$ cat config.mk
export PLATFORM = sky130hd
export DESIGN_NAME = hazard_scoreboard
export DESIGN_NICKNAME = d
export VERILOG_FILES = /design/src/rtl/hazard_scoreboard.sv
export SDC_FILE = /design/constraint.sdc
export NUM_CORES = 1
export LEC_CHECK = 0
export ABC_CLOCK_PERIOD_IN_PS = 3200
export CORE_AREA = 8 8 67 75
export DETAILED_ROUTE_END_ITERATION = 10
export DIE_AREA = 0 0 75 83
export PLACE_DENSITY = 0.81
export SETUP_SLACK_MARGIN = 0.4
export SLEW_MARGIN = 20
export SYNTH_ARGS = -nofsm -noshare
export SYNTH_HDL_FRONTEND = slang
export SYNTH_SLANG_ARGS = --single-unit
$ cat constraint.sdc
create_clock -name clk -period 3.2 [get_ports clk]
set_input_delay 0.8 -clock clk [delete_from_list [all_inputs] [get_ports clk]]
set_output_delay 0.8 -clock clk [all_outputs]
set_load 0.005 [all_outputs]
$ cat src/rtl/hazard_scoreboard.sv
// D-stage hazard unit: a registered scoreboard of in-flight writers with self-decrementing Tnew,
// youngest-writer shadowing, wildcard destinations and a multi-cycle mult/div busy counter.
module hazard_scoreboard #(
  parameter int NSLOT    = 2,
  parameter int RW       = 5,
  parameter int TW       = 3,
  parameter int MULT_LAT = 5,
  parameter int DIV_LAT  = 10,
  parameter int CW       = 4
) (
  input  logic          clk,
  input  logic          reset,
  input  logic          clr,
  input  logic [RW-1:0] D_rs,
  input  logic [RW-1:0] D_rt,
  input  logic          D_use_rs,
  input  logic          D_use_rt,
  input  logic [TW-1:0] D_tuse_rs,
  input  logic [TW-1:0] D_tuse_rt,
  input  logic [RW-1:0] D_wa,
  input  logic          D_wa_any,
  input  logic [TW-1:0] D_tnew,
  input  logic          D_md_start,
  input  logic          D_md_is_div,
  input  logic          D_md_use,
  output logic          stall,
  output logic          stall_rs,
  output logic          stall_rt,
  output logic          stall_md,
  output logic          md_busy
);

  logic [NSLOT-1:0] valid_q, valid_d;
  logic [NSLOT-1:0] any_q, any_d;
  logic [RW-1:0]    wa_q   [NSLOT];
  logic [RW-1:0]    wa_d   [NSLOT];
  logic [TW-1:0]    tnew_q [NSLOT];
  logic [TW-1:0]    tnew_d [NSLOT];
  logic [CW-1:0]    md_cnt_q, md_cnt_d;

  logic hit_rs, hit_rt, shadow_rs, shadow_rt;

  // Walk youngest to oldest; the first exact writer of a source hides every older slot.
  always_comb begin
    hit_rs    = 1'b0;
    hit_rt    = 1'b0;
    shadow_rs = 1'b0;
    shadow_rt = 1'b0;
    for (int k = 0; k < NSLOT; k++) begin
      if (!shadow_rs && valid_q[k] && (D_rs != '0) && (any_q[k] || (wa_q[k] == D_rs))
          && (tnew_q[k] > D_tuse_rs)) begin
        hit_rs = 1'b1;
      end
      if (!shadow_rt && valid_q[k] && (D_rt != '0) && (any_q[k] || (wa_q[k] == D_rt))
          && (tnew_q[k] > D_tuse_rt)) begin
        hit_rt = 1'b1;
      end
      if (valid_q[k] && !any_q[k] && (wa_q[k] == D_rs)) begin
        shadow_rs = 1'b1;
      end
      if (valid_q[k] && !any_q[k] && (wa_q[k] == D_rt)) begin
        shadow_rt = 1'b1;
      end
    end
  end

  assign stall_rs = D_use_rs & hit_rs;
  assign stall_rt = D_use_rt & hit_rt;
  assign md_busy  = (md_cnt_q != '0);
  assign stall_md = D_md_use & md_busy;
  assign stall    = stall_rs | stall_rt | stall_md;

  // Next scoreboard: slot 0 takes the D instruction or a bubble, older slots shift and age.
  always_comb begin
    valid_d = '0;
    any_d   = '0;
    for (int k = 0; k < NSLOT; k++) begin
      wa_d[k]   = '0;
      tnew_d[k] = '0;
    end
    if (!stall && !clr) begin
      valid_d[0] = (D_wa != '0) | D_wa_any;
      any_d[0]   = D_wa_any;
      wa_d[0]    = D_wa;
      tnew_d[0]  = D_tnew;
    end else begin
      valid_d[0] = 1'b0;
    end
    for (int k = 1; k < NSLOT; k++) begin
      valid_d[k] = valid_q[k-1] & ~clr;
      any_d[k]   = any_q[k-1];
      wa_d[k]    = wa_q[k-1];
      tnew_d[k]  = (tnew_q[k-1] != '0) ? (tnew_q[k-1] - TW'(1)) : '0;
    end

    if (D_md_start && !stall && !clr) begin
      md_cnt_d = D_md_is_div ? CW'(DIV_LAT) : CW'(MULT_LAT);
    end else if (md_cnt_q != '0) begin
      md_cnt_d = md_cnt_q - CW'(1);
    end else begin
      md_cnt_d = md_cnt_q;
    end
  end

  // State register with synchronous active-low reset.
  always_ff @(posedge clk) begin
    if (!reset) begin
      valid_q  <= '0;
      any_q    <= '0;
      md_cnt_q <= '0;
      for (int k = 0; k < NSLOT; k++) begin
        wa_q[k]   <= '0;
        tnew_q[k] <= '0;
      end
    end else begin
      valid_q  <= valid_d;
      any_q    <= any_d;
      wa_q     <= wa_d;
      tnew_q   <= tnew_d;
      md_cnt_q <= md_cnt_d;
    end
  end

endmodule

* After elaboration in Yosys (flattened, before gate mapping) *
Cells that the tools add are included.

cells by class
  add/sub/neg operators = 2
  equality and inequality tests = 4
  bitwise operators = 8
  muxes and demuxes = 9
  reductions and logical operators = 37
  magnitude comparators = 4

operators by type and width
  kind                 number
  $eq 5x5->1           4
  $logic_and 1x1->1    20
  $reduce_bool 5->1    3
  $gt 3x3->1           4
  $mux 4               3
  $mux 1               6
  $logic_not 1->1      5
  $and 1x1->1          4
  $logic_or 1x1->1     4
  $reduce_and 2->1     2
  $reduce_bool 4->1    1
  $sub 4x1->4 const B  1
  $or 1x1->1           3
  $reduce_bool 3->1    1
  $sub 3x1->3 const B  1
  $reduce_bool 2->1    1
  $not 1->1            1

word-level totals
  output and inout bits = 5
  bits in registers = 24

* Logic depth before layout (Yosys ltp) *
  depth after elaboration = 17
  depth in mapped cells = 9
  gate-level depth less buffers = 9

* Worst setup path before layout *
No wires, ideal clock.

  kind = input to output
  start point = input port D_tuse_rt[1]
  end point = output port stall
  data arrival time = 2.597 ns
  slack = -0.197 ns
  stages on the path = 8
  cells stage by stage = inv_1 > ha_1 > nor2b_1 > o21ai_4 > a2111oi_2 > a21oi_1 > a311oi_4 > or3_1

between the ends
  word-level cells in the longest chain between the ends = 7
  elaborated cells between the ends (all ways) = 9

ends and longest elaborated chain
  item                          line  RTL
  start, declared               19    input logic [TW-1:0] D_tuse_rt,
  $gt 3x3->1                    55    && (tnew_q[k] > D_tuse_rt)) begin
  $logic_and 1x1->1             55
  $mux 1                        54    if (!shadow_rt && valid_q[k] && (D_rt != '0) && (any_q[k] || (wa_q[k] == D_rt))
  $mux 1 (*)                    54
  $and 1x1->1 (*)               68    assign stall_rt = D_use_rt & hit_rt;
  net stall_rt                  28    output logic stall_rt,
  $or 1x1->1 (*) (2 in series)  71    assign stall = stall_rs | stall_rt | stall_md;
  end, declared                 26    output logic stall,

Mark *: on every way through the listed nets, which the timed path passes. The rest lies on a longest branch.

* Worst setup path in the final report *
  start point = input port D_rt[2]
  end point = output port stall

between the ends
  word-level cells in the longest chain between the ends = 12
  elaborated cells between the ends (all ways) = 20

ends and longest elaborated chain
  item                             line    RTL
  start, declared                  15      input logic [RW-1:0] D_rt,
  $eq 5x5->1                       54, 61
  $logic_and 1x1->1                61      if (valid_q[k] && !any_q[k] && (wa_q[k] == D_rt)) begin
  $mux 1                           61
  $logic_not 1->1                  54
  $logic_and 1x1->1 (3 in series)  54
  $logic_and 1x1->1                55
  $mux 1 (*)                       54
  $and 1x1->1 (*)                  68
  $or 1x1->1 (*) (2 in series)     71

Every way passes the cells marked *; elsewhere a longest branch is shown, timed or not.

==> metrics.txt <==
outcome complete, but fails checks; failing checks negative setup slack; CTS tree built; FF-to-FF path depth 12; Synth-to-Final Area Change 61.3%; placer congestion estimate slightly below 0.8; Slew Limit Fails 0; Layout Cells excl Fill roughly 280; GRT Total Usage between 10% and 20%; Nets approximately 280; Seq/Total Area, Yosys 30.8%; Max-cap violations 0; chip height 83 um; Main synth FF type dfxtp_1; synthesis warning total 0; IO buf count 37; wire per inst around 14 um; CP Data Arrival Time 2.54 ns; vias in the first global route 1507; clk buf depth 2; Placed Cells ~260; final setup violation count 2; CP max stage cell or4_4; Post-synth EDFFs 0; crit-path cells buf_6 -> or4_4 -> nor2_4 -> a2111oi_4 -> o41ai_4 -> a311oi_4 -> or3_1 -> buf_2; H-tree levels 1; finished layout cell area ~2500 sq um; top cell type by total area after synthesis dfxtp_1; fill count between 300 and 400; Synth Area per Inst slightly below 10 sq um; num rows 24; area of the die roughly 6200 sq um; drt first pass iters 4; fmax 299 MHz; RSZ-0062 raised after global routing yes; ANT nets after route 0; DP HPWL ~3000 um; Initial Utilization between 40 and 50%; Synth top area share between 30% and 40%; highest metal used met4; worst skew pair latency ~0.27 ns; met3 wire length around 150 um; initial DRC count 28; Max VDD drop 0.000414 V; largest net degree at the start of global routing 15; placed cell area ~2200 sq um; first-pass GRT wire length approximately 6700 um; initial antenna violation count 0; DRC Markers 0; worst hold path type flip-flop to flip-flop; Worst setup EP type primary output; Clock Pin Slew Worst Setup and Hold Paths about 0.08 ns; total congestion overflow 0; multi-input logic area between 1000 and 1500 sq um; min Tclk post-route approximately 3.3 ns; CP peak stage delay 0.54 ns; Hold WS approximately 0.43 ns; ys async rst share 0%; Avg Vias per Cell about 5; Cells on Worst Hold Path 1; Cells after Synth between 150 and 200; clock sink total 24; Worst R2R Setup Slack 0.63 ns; via count around 1300; area of the core 3810 sq um; worst setup margin -0.142 ns; Synth Cell Area roughly 1600 sq um; sequential cell area 482 sq um; number of synthesized register bits 24; WP data required around 2.4 ns; io pins 38; Slew HR 74.6%; reg2reg end tnew_q[4]$_SDFF_PN0_; critical path class input pin to primary output; fin crit share 104%; # diodes 0; layout cells sized above 1 ~41%; Routed WL between 3000 and 4000 um; CTS root buffer clkbuf_8; Die W between 70 and 80 um; Worst Hold End tnew_q[0]$_SDFF_PN0_; top post-synthesis cells by area dfxtp_1, ha_1, and2_1; Slew @ Worst Pin roughly 0.38 ns; CP Launch Type input pin; dpl ws -1.18 ns; clk_skew 0.00427 ns; routed wl met2 around 2000 um; synth unique cells 40; leakage around 1 nW; Crit Path Max Fanout 2; hold_sp tnew_q[3]$_SDFF_PN0_; CTS Hold Bufs 0; PD cells about 440 nW/um^2; Tot Pwr 1.12 mW; Final Hold Viols 0; Met1 Routed Length roughly 1600 um; Crit Reg-Reg Startpoint tnew_q[3]$_SDFF_PN0_; syn nets between 200 and 250; Num CTS Buffers 3
-- state kept, by name, indices dropped and copies added, names as in the netlist --
register / cells
tnew_q: 6
any_q: 2
md_cnt_q: 4
valid_q: 2
wa_q: 5
wa_d: 5
-- layout make-up --
cell class / count / share of cell area, %
clock buffers: 3 / 1.64
well taps: 52 / 2.59
inverters: 15 / 2.94
repair buffers: 63 / 22.5
flip-flops and latches: 24 / 19.2
clock inverters: 1 / 1.19
multi-input cells: 119 / 50.0
-- routing by layer --
layer	global-route usage [%]	vias up
li1	-	676
met1	15.5	620
met2	23.8	37
met3	2.28	12
met4	6.79	0
met5	0	-
-- placed cells by master (no fill, tap or decap), types with 4 or more instances in the layout --
cell and count:
dfxtp_1 23, clkdlybuf4s50_1 18, buf_4 17, buf_6 14
xnor2_1 11, xor2_1 10, ha_4 10, inv_1 9
and2_4 9, and2_1 8, buf_2 8, nand2_1 7
ha_1 6, nor2_1 5, nand3_1 4, nand2b_1 4
mux2i_1 4, dlygate4sd2_1 4
-- worst max-delay path by stage --
stage | startpoint | end | slack, ns
detailed placement | D_tuse_rt[1] | stall | -1.18
floorplan | D_tuse_rt[1] | stall | 0.06
global route | D_rt[2] | stall | -0.21
finish | D_rt[2] | stall | -0.14
CTS | D_rt[4] | stall | -0.13
global placement | D_tuse_rt[1] | stall | -1.12
-- synthesized netlist by cell type (3+ instances only) --
cell type	number
mux2i_1	4
nor2b_1	4
nor2_1	5
inv_1	14
xnor2_1	12
nand3_1	4
ha_1	16
and2_1	17
nand2b_1	5
nand2_1	7
nor3_1	3
xor2_1	10
o21ai_0	3
dfxtp_1	24
-- power by group --
part           total (mW)  internal (mW)  switching (mW)
logic               0.472          0.264           0.208
clock network       0.265          0.167          0.0977
registers           0.380          0.342          0.0371
total                1.12          0.774           0.342
-- repair_timing --
item                                    CTS  global route
setup buffers                             8             1
resized for setup                        97            17
pin swaps                                27             2
endpoints found under the setup margin   18            18
-- critical path: cells and delay by family --
family | cells | cell delay [ns]
AND/OR/NAND/NOR | 3 | 1.08
AO/OA/AOI/OAI | 3 | 0.44
buffers and inverters | 2 | 0.22
-- per-stage QoR --
stage	util, %	setup TNS [ns]
after floorplan	-	0
after global placement	57.3	-5.29
after detailed placement	57.3	-6.26
after CTS	64.7	-0.142
after global routing	65.9	-0.383
final	65.9	-0.240
-- logic make-up (layout without fill, tap and decap cells) --
logic type / after synthesis / count (layout) / synth area share (%)
flops: 24 / 24 / 30.8
fa+ha+maj: 16 / 16 / 12.8
compound gates: 20 / 20 / 13.1
buf+inv: 16 / 82 / 3.85
simple gates: 57 / 57 / 24.5
mux: 4 / 4 / 2.57
xor+xnor: 22 / 22 / 12.4
Power figures use the tool's default switching activity.
